--- src/rtl/keypad_pkg.sv ---
// Shared types and constants for the keypad digit-entry slice.
// Optional clamp feature in keypad_digit_entry is selected with SEC_CLAMP_EN.
package keypad_pkg;

    localparam int unsigned BCD_W        = 4;
    localparam int unsigned KEYS         = 10;
    localparam int unsigned MAX_DIGIT    = 9;
    localparam int unsigned SEC_TENS_MAX = 5;

    // Any non-digit code decodes to an all-zero key image.
    localparam logic [BCD_W-1:0] KEY_NONE = '1;

    typedef enum logic [1:0] {
        IDLE,
        HELD,
        ENTRY,
        LOAD
    } state_e;

    function automatic logic is_digit(input logic [BCD_W-1:0] code);
        return code <= BCD_W'(MAX_DIGIT);
    endfunction

endpackage

--- src/rtl/bcd_to_onehot.sv ---
// Combinational BCD digit to 10-bit one-hot key image; codes above 9 give zero.
module bcd_to_onehot
    import keypad_pkg::*;
(
    input  logic [BCD_W-1:0] i_bcd,
    output logic [KEYS-1:0]  o_onehot
);

    always_comb begin
        o_onehot = '0;
        if (is_digit(i_bcd)) begin
            o_onehot[i_bcd] = 1'b1;
        end
    end

endmodule

--- src/rtl/keypad_digit_entry.sv ---
// Keypad receiver: edge-detects held keys into an MM:SS entry buffer and pulses load on start.
// Build option: define SEC_CLAMP_EN to clamp seconds above 59 to 59 on the load cycle.
module keypad_digit_entry
    import keypad_pkg::*;
#(
    parameter int unsigned NUM_DIGITS = 4,
    parameter int unsigned MIN_HOLD   = 1
) (
    input  logic             i_clock,
    input  logic             i_reset,
    input  logic [BCD_W-1:0] i_bcd,
    input  logic             i_valid_data,
    input  logic             i_start,
    input  logic             i_clear_entry,
    output logic [BCD_W-1:0] o_sec_ones,
    output logic [BCD_W-1:0] o_sec_tens,
    output logic [BCD_W-1:0] o_min_ones,
    output logic [BCD_W-1:0] o_min_tens,
    output logic [2:0]       o_digit_count,
    output logic             o_entry_full,
    output logic             o_load,
    output logic [KEYS-1:0]  o_key_onehot
);

    localparam logic [2:0] CountMax = 3'(NUM_DIGITS);
    localparam logic [7:0] HoldLim  = 8'(MIN_HOLD);

    state_e                             r_state, w_state_next;
    logic [NUM_DIGITS-1:0][BCD_W-1:0]   r_dig, w_dig_next;
    logic [2:0]                         r_count, w_count_next;
    logic [BCD_W-1:0]                   r_key, w_key_next;
    logic [7:0]                         r_rel, w_rel_next;
    logic                               w_key_event;
    logic                               w_start_ok;

    assign w_key_event = i_valid_data && is_digit(i_bcd)
                         && (r_state == IDLE || r_state == ENTRY);
    assign w_start_ok  = (r_state == HELD || r_state == ENTRY) && (r_count != 3'd0);

    always_ff @(posedge i_clock) begin
        if (i_reset) begin
            r_state <= IDLE;
            r_dig   <= '0;
            r_count <= '0;
            r_key   <= KEY_NONE;
            r_rel   <= '0;
        end else begin
            r_state <= w_state_next;
            r_dig   <= w_dig_next;
            r_count <= w_count_next;
            r_key   <= w_key_next;
            r_rel   <= w_rel_next;
        end
    end

    always_comb begin
        w_state_next = r_state;
        w_dig_next   = r_dig;
        w_count_next = r_count;
        w_key_next   = r_key;
        w_rel_next   = '0;
        if (i_clear_entry || r_state == LOAD) begin
            w_state_next = IDLE;
            w_dig_next   = '0;
            w_count_next = '0;
            w_key_next   = KEY_NONE;
        end else if (i_start) begin
            // start outranks a simultaneous key; with an empty buffer it is simply dropped
            if (w_start_ok) begin
                w_state_next = LOAD;
            end
        end else begin
            unique case (r_state)
                IDLE, ENTRY: begin
                    if (w_key_event) begin
                        w_state_next = HELD;
                        if (r_count < CountMax) begin
                            w_dig_next   = {r_dig[NUM_DIGITS-2:0], i_bcd};
                            w_count_next = r_count + 3'd1;
                            w_key_next   = i_bcd;
                        end
                    end
                end
                HELD: begin
                    if (!i_valid_data) begin
                        if (r_rel + 8'd1 >= HoldLim) begin
                            w_state_next = ENTRY;
                        end else begin
                            w_rel_next = r_rel + 8'd1;
                        end
                    end
                end
                default: w_state_next = IDLE;
            endcase
        end
    end

    always_comb begin
        o_load        = (r_state == LOAD);
        o_sec_ones    = r_dig[0];
        o_sec_tens    = r_dig[1];
        o_min_ones    = r_dig[2];
        o_min_tens    = r_dig[3];
        o_digit_count = r_count;
        o_entry_full  = (r_count == CountMax);
`ifdef SEC_CLAMP_EN
        // For valid BCD, a tens digit above 5 is exactly a seconds value above 59.
        if (r_state == LOAD && r_dig[1] > BCD_W'(SEC_TENS_MAX)) begin
            o_sec_tens = BCD_W'(SEC_TENS_MAX);
            o_sec_ones = BCD_W'(MAX_DIGIT);
        end
`endif
    end

    bcd_to_onehot u_key_dec (
        .i_bcd    (r_key),
        .o_onehot (o_key_onehot)
    );

endmodule

--- config.mk ---
export PLATFORM = sky130hd
export DESIGN_NAME = keypad_digit_entry
export DESIGN_NICKNAME = d
export VERILOG_FILES = /design/src/rtl/keypad_pkg.sv /design/src/rtl/bcd_to_onehot.sv /design/src/rtl/keypad_digit_entry.sv
export SDC_FILE = /design/constraint.sdc
export NUM_CORES = 1
export LEC_CHECK = 0
export CAP_MARGIN = 40
export CORE_ASPECT_RATIO = 1.4
export CORE_MARGIN = 1
export CORE_UTILIZATION = 50
export CTS_BUF_LIST = sky130_fd_sc_hd__clkbuf_8
export DETAILED_ROUTE_END_ITERATION = 8
export MAX_ROUTING_LAYER = met4
export PLACE_DENSITY = 0.88
export SKIP_LAST_GASP = 1
export SLEW_MARGIN = 20
export SYNTH_ARGS = -nofsm -noshare
export SYNTH_HDL_FRONTEND = slang
export SYNTH_HIERARCHICAL = 1
export SYNTH_SLANG_ARGS = --single-unit
--- constraint.sdc ---
create_clock -name i_clock -period 2.3 [get_ports i_clock]
set_clock_uncertainty 0.15 [all_clocks]
set_input_delay 0.345 -clock i_clock [delete_from_list [all_inputs] [get_ports i_clock]]
set_output_delay 0.345 -clock i_clock [all_outputs]
set_load 0.03 [all_outputs]
==> qor.yml, run 1 <==
power:
  power.share.switching_pct: 21.8
  netSwitchingPower_uw: 271
  power.density_cell_area_nw_per_um2: 612
  share_clk_of_total_power_pct: 44.7
  intPower_uw: 972
  p_seq_share_pct: 48.0
  share_comb_of_total_power_pct: 7.3
  power.static_leakage_uw: 0.000763
  vdd_drop_max_v: 0.000618
final_layout:
  fin_cells: 242
  antennaDiodeCount: 0
  share_of_layout_cells_above_drive_strength_1_pct: 15.1
  commonest_non_fill_non_tap_cells_in_the_layout: "38 x sky130_fd_sc_hd__nand2_1, 37 x sky130_fd_sc_hd__clkdlybuf4s50_1, 29 x sky130_fd_sc_hd__dfxtp_1"
  layout.cell_area.non_filler_um2: 2030
  finalNetCount: 221
  finish.utilization_pct: 70.6
  layout.cells.most_common: "sky130_fd_sc_hd__nand2_1"
  syn_to_final_growth_pct: 34.1
  fillCellCount: 219
run_status:
  outcome: "completed"
placement:
  post_dp_cell_area_um2: 1910
  number_of_instances_in_the_placed_design: 234
  global_placement_routability_congestion: 0.750
  buffer_ports.inserted: 39
  place.detailed.hpwl_um: 2490
logic_synthesis:
  synthesis.yosys.warnings: 6
  synth_cell_type_count: 39
  yosys.area.top_type_share_pct: 43.6
  synth_edf_count: 0
  synth_top_cells_by_area: "sky130_fd_sc_hd__dfxtp_1 44%, sky130_fd_sc_hd__nand2_1 9.4%, sky130_fd_sc_hd__a21oi_1 7.3%"
  synth.ff_latch_count: 33
  synth_cells: 160
  netlist_area_um2: 1520
  synth.yosys.seq_area_share_pct: 43.6
  synth.avg_cell_area_um2: 9.47
  postSynth.asyncResetShare_pct: 0
  netlist.top_cell.by_area: "sky130_fd_sc_hd__dfxtp_1"
  postSynth.topFlopCell: "sky130_fd_sc_hd__dfxtp_1"
clock_tree:
  ctsHoldBuffers: 0
  insertion_delay_ps: 290
  clock_sinks: 33
  clkTransAtPathRegs_ps: 70
  cts_max_level: 2
  cts_made_buffers: 5
  cts_tree: "yes"
  clock_path_buffers: 2
  clockRootBuffer: "sky130_fd_sc_hd__clkbuf_8"
setup_path:
  cp_top_family: "buffers and inverters"
  timing.rr.start: "r_state[0]"
  worstReg2RegEnd: "o_sec_tens[2]"
  crit_path_max_incr_delay_ps: 580
  crit_type: "flop to output pin"
  r2r_setup_slack_ps: 400
  crit_path_cell_trace: "inv_1, ha_1, and2_1, clkdlybuf4s50_1"
  worstPathBufferInverterCount: 2
  element_type_at_the_critical_path_end: "output pin"
  crit_path_start_kind: "flop"
  rr_worst_depth: 4
  worst_ep_required_time_ps: 1800
  critPathArrivalTime_ps: 1700
  crit_path_max_fanout: 4
  standard_cell_with_the_maximum_stage_delay_on_the_critical_path: "sky130_fd_sc_hd__clkdlybuf4s50_1"
route:
  drcViolationCount: 0
  detail_route.vias_per_cell: 5.29
  dr.max_layer_used: "met4"
  postRouteAntennaNets: 0
  route.final.wire_length_um: 3430
  dr.first_iter.drc_count: 42
  route.vias.total: 1281
  drt-wirelength-per-cell_um: 14.2
  met3RoutedLength_um: 167
  m1WireLength_um: 1300
  met2WireLength_um: 1860
  drt_first_pass_iters: 4
sta:
  finalCritPeriodShare_pct: 95.4
  setup_viol: 0
  min_period_ps: 2190
  worst-slew-pin-transition_ps: 677
  hold_viol_final: 0
  slew-limit-headroom_pct: 54.9
  rsz0062_at_grt: "false"
  tns_ps: 0
  achievable_freq_mhz: 456
  slew_violations: 0
floorplanning:
  io-pin-count: 40
  floorplan.die.height_um: 67.1
  starting_density_of_the_core_pct: 52.7
  fp-row-count: 23
  die_area_um2: 3260
  die_w_um: 48.5
  coreArea_um2: 2880
grt:
  grt_pass1_vias: 1258
  grt.overflow.total: 0
  antenna_found_initial: 0
  first_pass_grt_wire_length_um: 5530
  grt_start_max_net_pins: 22
  globalRouteTotalUtil_pct: 23.7
worst_hold_path:
  timing.hold.worst_endpoint: "o_min_tens[1]"
  worstHoldPathCells: 2
  hold_path_class: "flop to flop"
  hold_path_startpoint: "o_min_tens[1]"
flow_run:
  maxCapViolations: 0
==> timing repair <==
item	4_1_cts	5_1_grt
endpoints found under the hold margin	0	0
setup buffers	0	0
pin swaps	0	0
cloned	0	0
setup endpoints to repair	4	5
gates resized for setup	4	2
==> kinds of logic (layout without fill, tap and decap cells) <==
| kind of cell | count (synthesis) | count (layout) | share of synthesized area, % |
|---|---|---|---|
| compound gates | 32 | 32 | 13.2 |
| xor+xnor | 1 | 1 | 0.578 |
| fa+ha+maj | 8 | 8 | 6.61 |
| buf+inv | 17 | 57 | 7.02 |
| flops | 33 | 33 | 43.6 |
| other cells | 1 | 6 | 0.247 |
| simple gates | 68 | 68 | 28.7 |
==> state kept, by name (all words and copies together) (netlist names) <==
name / cells
o_min_ones: 4
o_sec_tens: 4
r_key: 4
r_state: 2
o_min_tens: 4
r_rel: 8
o_digit_count: 3
o_sec_ones: 4
==> worst reg2reg max path: cells and delay by family, from the launching register on <==
family	cells	cell delay [ps]
AND/OR/NAND/NOR	1	670
flip-flops	1	350
buffers and inverters	1	290
adder cells (fa/ha/maj)	1	240
AO/OA/AOI/OAI	1	130
==> layout make-up <==
type                       count  area [um^2]  share of cell area (%)
clock buffer                   6         82.6                    4.06
clock inverter                 2         33.8                    1.66
inverter                       7         26.3                    1.29
multi-input combinational    115          767                    37.7
sequential                    33          666                    32.8
tap                           37         46.3                    2.28
timing repair buffer          42          410                    20.2
==> power groups by stage <==
stage	combinational (uW)	sequential, uW	clock [uW]
2_1_floorplan	64.0	605	0
3_3_place_gp	86.2	607	0
3_5_place_dp	90.5	608	0
4_1_cts	90.9	596	564
5_1_grt	99.4	598	582
6_report	91.0	596	556
==> per-stage QoR <==
step           setup WS [ps]  hold WS, ps  total power, uW
2_1_floorplan            493          309              669
3_3_place_gp             235          293              693
3_5_place_dp             153          300              699
4_1_cts                 7.24          315             1250
5_1_grt                 27.9          339             1280
6_report                 107          314             1240
==> worst max-delay path by stage <==
stage / start / end / cells past startpoint
2_1_floorplan: r_state[0] / r_key[3] / 6
3_3_place_gp: i_start / r_key[1] / 6
3_5_place_dp: i_start / r_key[0] / 6
4_1_cts: r_key[0] / o_key_onehot[9] / 2
5_1_grt: o_digit_count[0] / o_entry_full / 4
6_report: o_digit_count[0] / o_entry_full / 4
==> layer usage <==
layer	up-vias	track usage [%]
met5	-	-
met4	0	15.1
met3	9	6.53
met2	42	43.8
met1	602	21.7
li1	628	-
==> cell usage after synthesis, types with 2 or more instances <==
cell type	number
sky130_fd_sc_hd__buf_6	5
sky130_fd_sc_hd__and4bb_2	3
sky130_fd_sc_hd__dfxtp_1	33
sky130_fd_sc_hd__clkbuf_1	2
sky130_fd_sc_hd__inv_1	7
sky130_fd_sc_hd__nor4b_2	4
sky130_fd_sc_hd__ha_1	8
sky130_fd_sc_hd__nor2_1	5
sky130_fd_sc_hd__a21oi_1	22
sky130_fd_sc_hd__and3_1	3
sky130_fd_sc_hd__nand2_1	38
sky130_fd_sc_hd__nor3_1	2
sky130_fd_sc_hd__or3_1	2
(Power assumes the default switching activity.)
==> inputs of run 2 (changes only) <==
--- a/config.mk
+++ b/config.mk
@@ -11,6 +11,7 @@
 export CORE_UTILIZATION = 50
 export CTS_BUF_LIST = sky130_fd_sc_hd__clkbuf_8
 export DETAILED_ROUTE_END_ITERATION = 8
+export GPL_TIMING_DRIVEN = 0
 export MAX_ROUTING_LAYER = met4
 export PLACE_DENSITY = 0.88
 export SKIP_LAST_GASP = 1
==> qor.yml, run 2 (synthesis results as in run 1) <==
run_status:
  outcome: "completed"
sta:
  slew_violations: 0
  achievable_freq_mhz: 444
  tns_ps: 0
  min_period_ps: 2250
  slack_of_the_critical_path_ps: 48.6
  finalCritPeriodShare_pct: 97.9
  setup_viol: 0
  rsz0062_at_grt: "false"
  hold_viol_final: 0
setup_path:
  worst_ep_required_time_ps: 1800
  crit_path_start_kind: "flop"
  critPathArrivalTime_ps: 1760
  element_type_at_the_critical_path_end: "output pin"
  crit_path_max_fanout: 10
  crit_path_start: "r_key[3]"
  crit_path_max_incr_delay_ps: 730
  crit_path_cell_trace: "buf_6, nor4b_2, clkdlybuf4s50_1"
  crit_type: "flop to output pin"
  timing.rr.start: "r_state[0]"
  r2r_setup_slack_ps: 360
  standard_cell_with_the_maximum_stage_delay_on_the_critical_path: "sky130_fd_sc_hd__clkdlybuf4s50_1"
floorplanning:
  floorplan.die.height_um: 67.1
  starting_density_of_the_core_pct: 52.7
  die_area_um2: 3260
  fp-row-count: 23
  io-pin-count: 40
  die_w_um: 48.5
  coreArea_um2: 2880
final_layout:
  fin_cells: 249
  antennaDiodeCount: 0
  largest_reg_flops: 8
  share_of_layout_cells_above_drive_strength_1_pct: 15.1
  area_taken_by_multi_input_logic_gates_um2: 767
  layout.cell_area.non_filler_um2: 2060
  finalNetCount: 228
  fillCellCount: 229
  syn_to_final_growth_pct: 35.8
  reg_with_most_ffs: "r_rel"
  seqCellArea_um2: 661
  layout.cells.most_common: "sky130_fd_sc_hd__clkdlybuf4s50_1"
  commonest_non_fill_non_tap_cells_in_the_layout: "39 x sky130_fd_sc_hd__clkdlybuf4s50_1, 38 x sky130_fd_sc_hd__nand2_1, 33 x sky130_fd_sc_hd__dfxtp_1"
  finish.utilization_pct: 71.5
power:
  p_seq_share_pct: 53.0
  power.share.switching_pct: 24.9
  share_comb_of_total_power_pct: 9.3
  share_clk_of_total_power_pct: 37.7
  power.static_leakage_uw: 0.000763
  power.density_cell_area_nw_per_um2: 542
  intPower_uw: 837
  vdd_drop_max_v: 0.000630
  netSwitchingPower_uw: 277
grt:
  antenna_found_initial: 0
  grt_pass1_vias: 1224
  grt.overflow.total: 0
  first_pass_grt_wire_length_um: 5350
  grt_start_max_net_pins: 12
  globalRouteTotalUtil_pct: 22.7
clock_tree:
  insertion_delay_ps: 290
  clkTransAtPathRegs_ps: 70
  cts_made_buffers: 5
  cts_tree: "yes"
  cts_max_level: 2
  postCtsSetupRepairBufs: 0
  clock_path_buffers: 2
  clock_sinks: 33
  clockRootBuffer: "sky130_fd_sc_hd__clkbuf_8"
  cts-resized-gates: 0
  ctsHoldBuffers: 0
route:
  postRouteAntennaNets: 0
  drt_first_pass_iters: 4
  drcViolationCount: 0
  detail_route.vias_per_cell: 5.13
  route.final.wire_length_um: 3230
  route.vias.total: 1277
  dr.first_iter.drc_count: 14
  drt-wirelength-per-cell_um: 13.0
placement:
  post-place-ws_ps: 97.0
  number_of_instances_in_the_placed_design: 241
  buffer_ports.inserted: 39
  place.detailed.hpwl_um: 2460
  global_placement_routability_congestion: 0.780
  post_dp_cell_area_um2: 1970
worst_hold_path:
  hold_path_startpoint: "o_min_tens[1]"
  hold_path_class: "flop to flop"
flow_run:
  maxCapViolations: 0
[run 2: cell types whose count changed in the layout (fill, tap and decap cells not counted), sizes merged]
cell	previous run	this run
clkbuf	6	7
clkdlybuf4s50	37	39
clkinv	0	2
dlygate4sd2	2	0
inv	8	7
buf	3	8
bufinv	1	0
clkinvlp	0	1
[run 2: cell type report]
type | count | area share [%]
multi-input combinational | 115 | 37.3
sequential | 33 | 32.1
timing repair buffer | 39 | 19.0
buffer | 10 | 3.89
clock buffer | 5 | 3.35
tap | 37 | 2.25
inverter | 7 | 1.28
clock inverter | 3 | 0.852
[run 2: routing by layer]
metal | share of wire [%] | GRT usage (%)
met4 | 2.0 | 11.8
met5 | 0 | -
met3 | 4.2 | 6.98
met1 | 40 | 22.5
met2 | 54 | 40.7
[run 2: stage by stage]
step / power, uW / hold WS (ps)
6_report: 1110 / 308
4_1_cts: 1130 / 308
3_3_place_gp: 702 / 293
3_5_place_dp: 707 / 298
5_1_grt: 1160 / 327
2_1_floorplan: 669 / 309
[run 2: final timing paths]
| kind | endpoint | cells after the start |
|---|---|---|
| setup reg to reg | r_state[1] | 6 |
| setup / recovery | o_key_onehot[4] | 3 |
| hold reg to reg | o_min_tens[1] | 2 |
| hold / removal | o_min_tens[1] | 2 |
[run 2: worst max-delay path, delay by kind of cell (launching register included)]
family / cells / cell delay (ps)
buffers and inverters: 2 / 870
flip-flops: 1 / 320
AND/OR/NAND/NOR: 1 / 280
[run 2: power groups by stage]
stage | Clock [uW] | Combinational, uW | Sequential, uW
finish | 420 | 104 | 590
detailed placement | 0 | 104 | 603
CTS | 433 | 104 | 590
global placement | 0 | 99.7 | 603
global route | 458 | 114 | 591
floorplan | 0 | 64.0 | 605
==> inputs of run 3 (changes only) <==
--- a/config.mk
+++ b/config.mk
@@ -20,3 +20,4 @@
 export SYNTH_HDL_FRONTEND = slang
 export SYNTH_HIERARCHICAL = 1
 export SYNTH_SLANG_ARGS = --single-unit
+export TNS_END_PERCENT = 10
==> results of run 3 <==
Same layout as run 2: the final DEF is identical, and so are final timing and power.
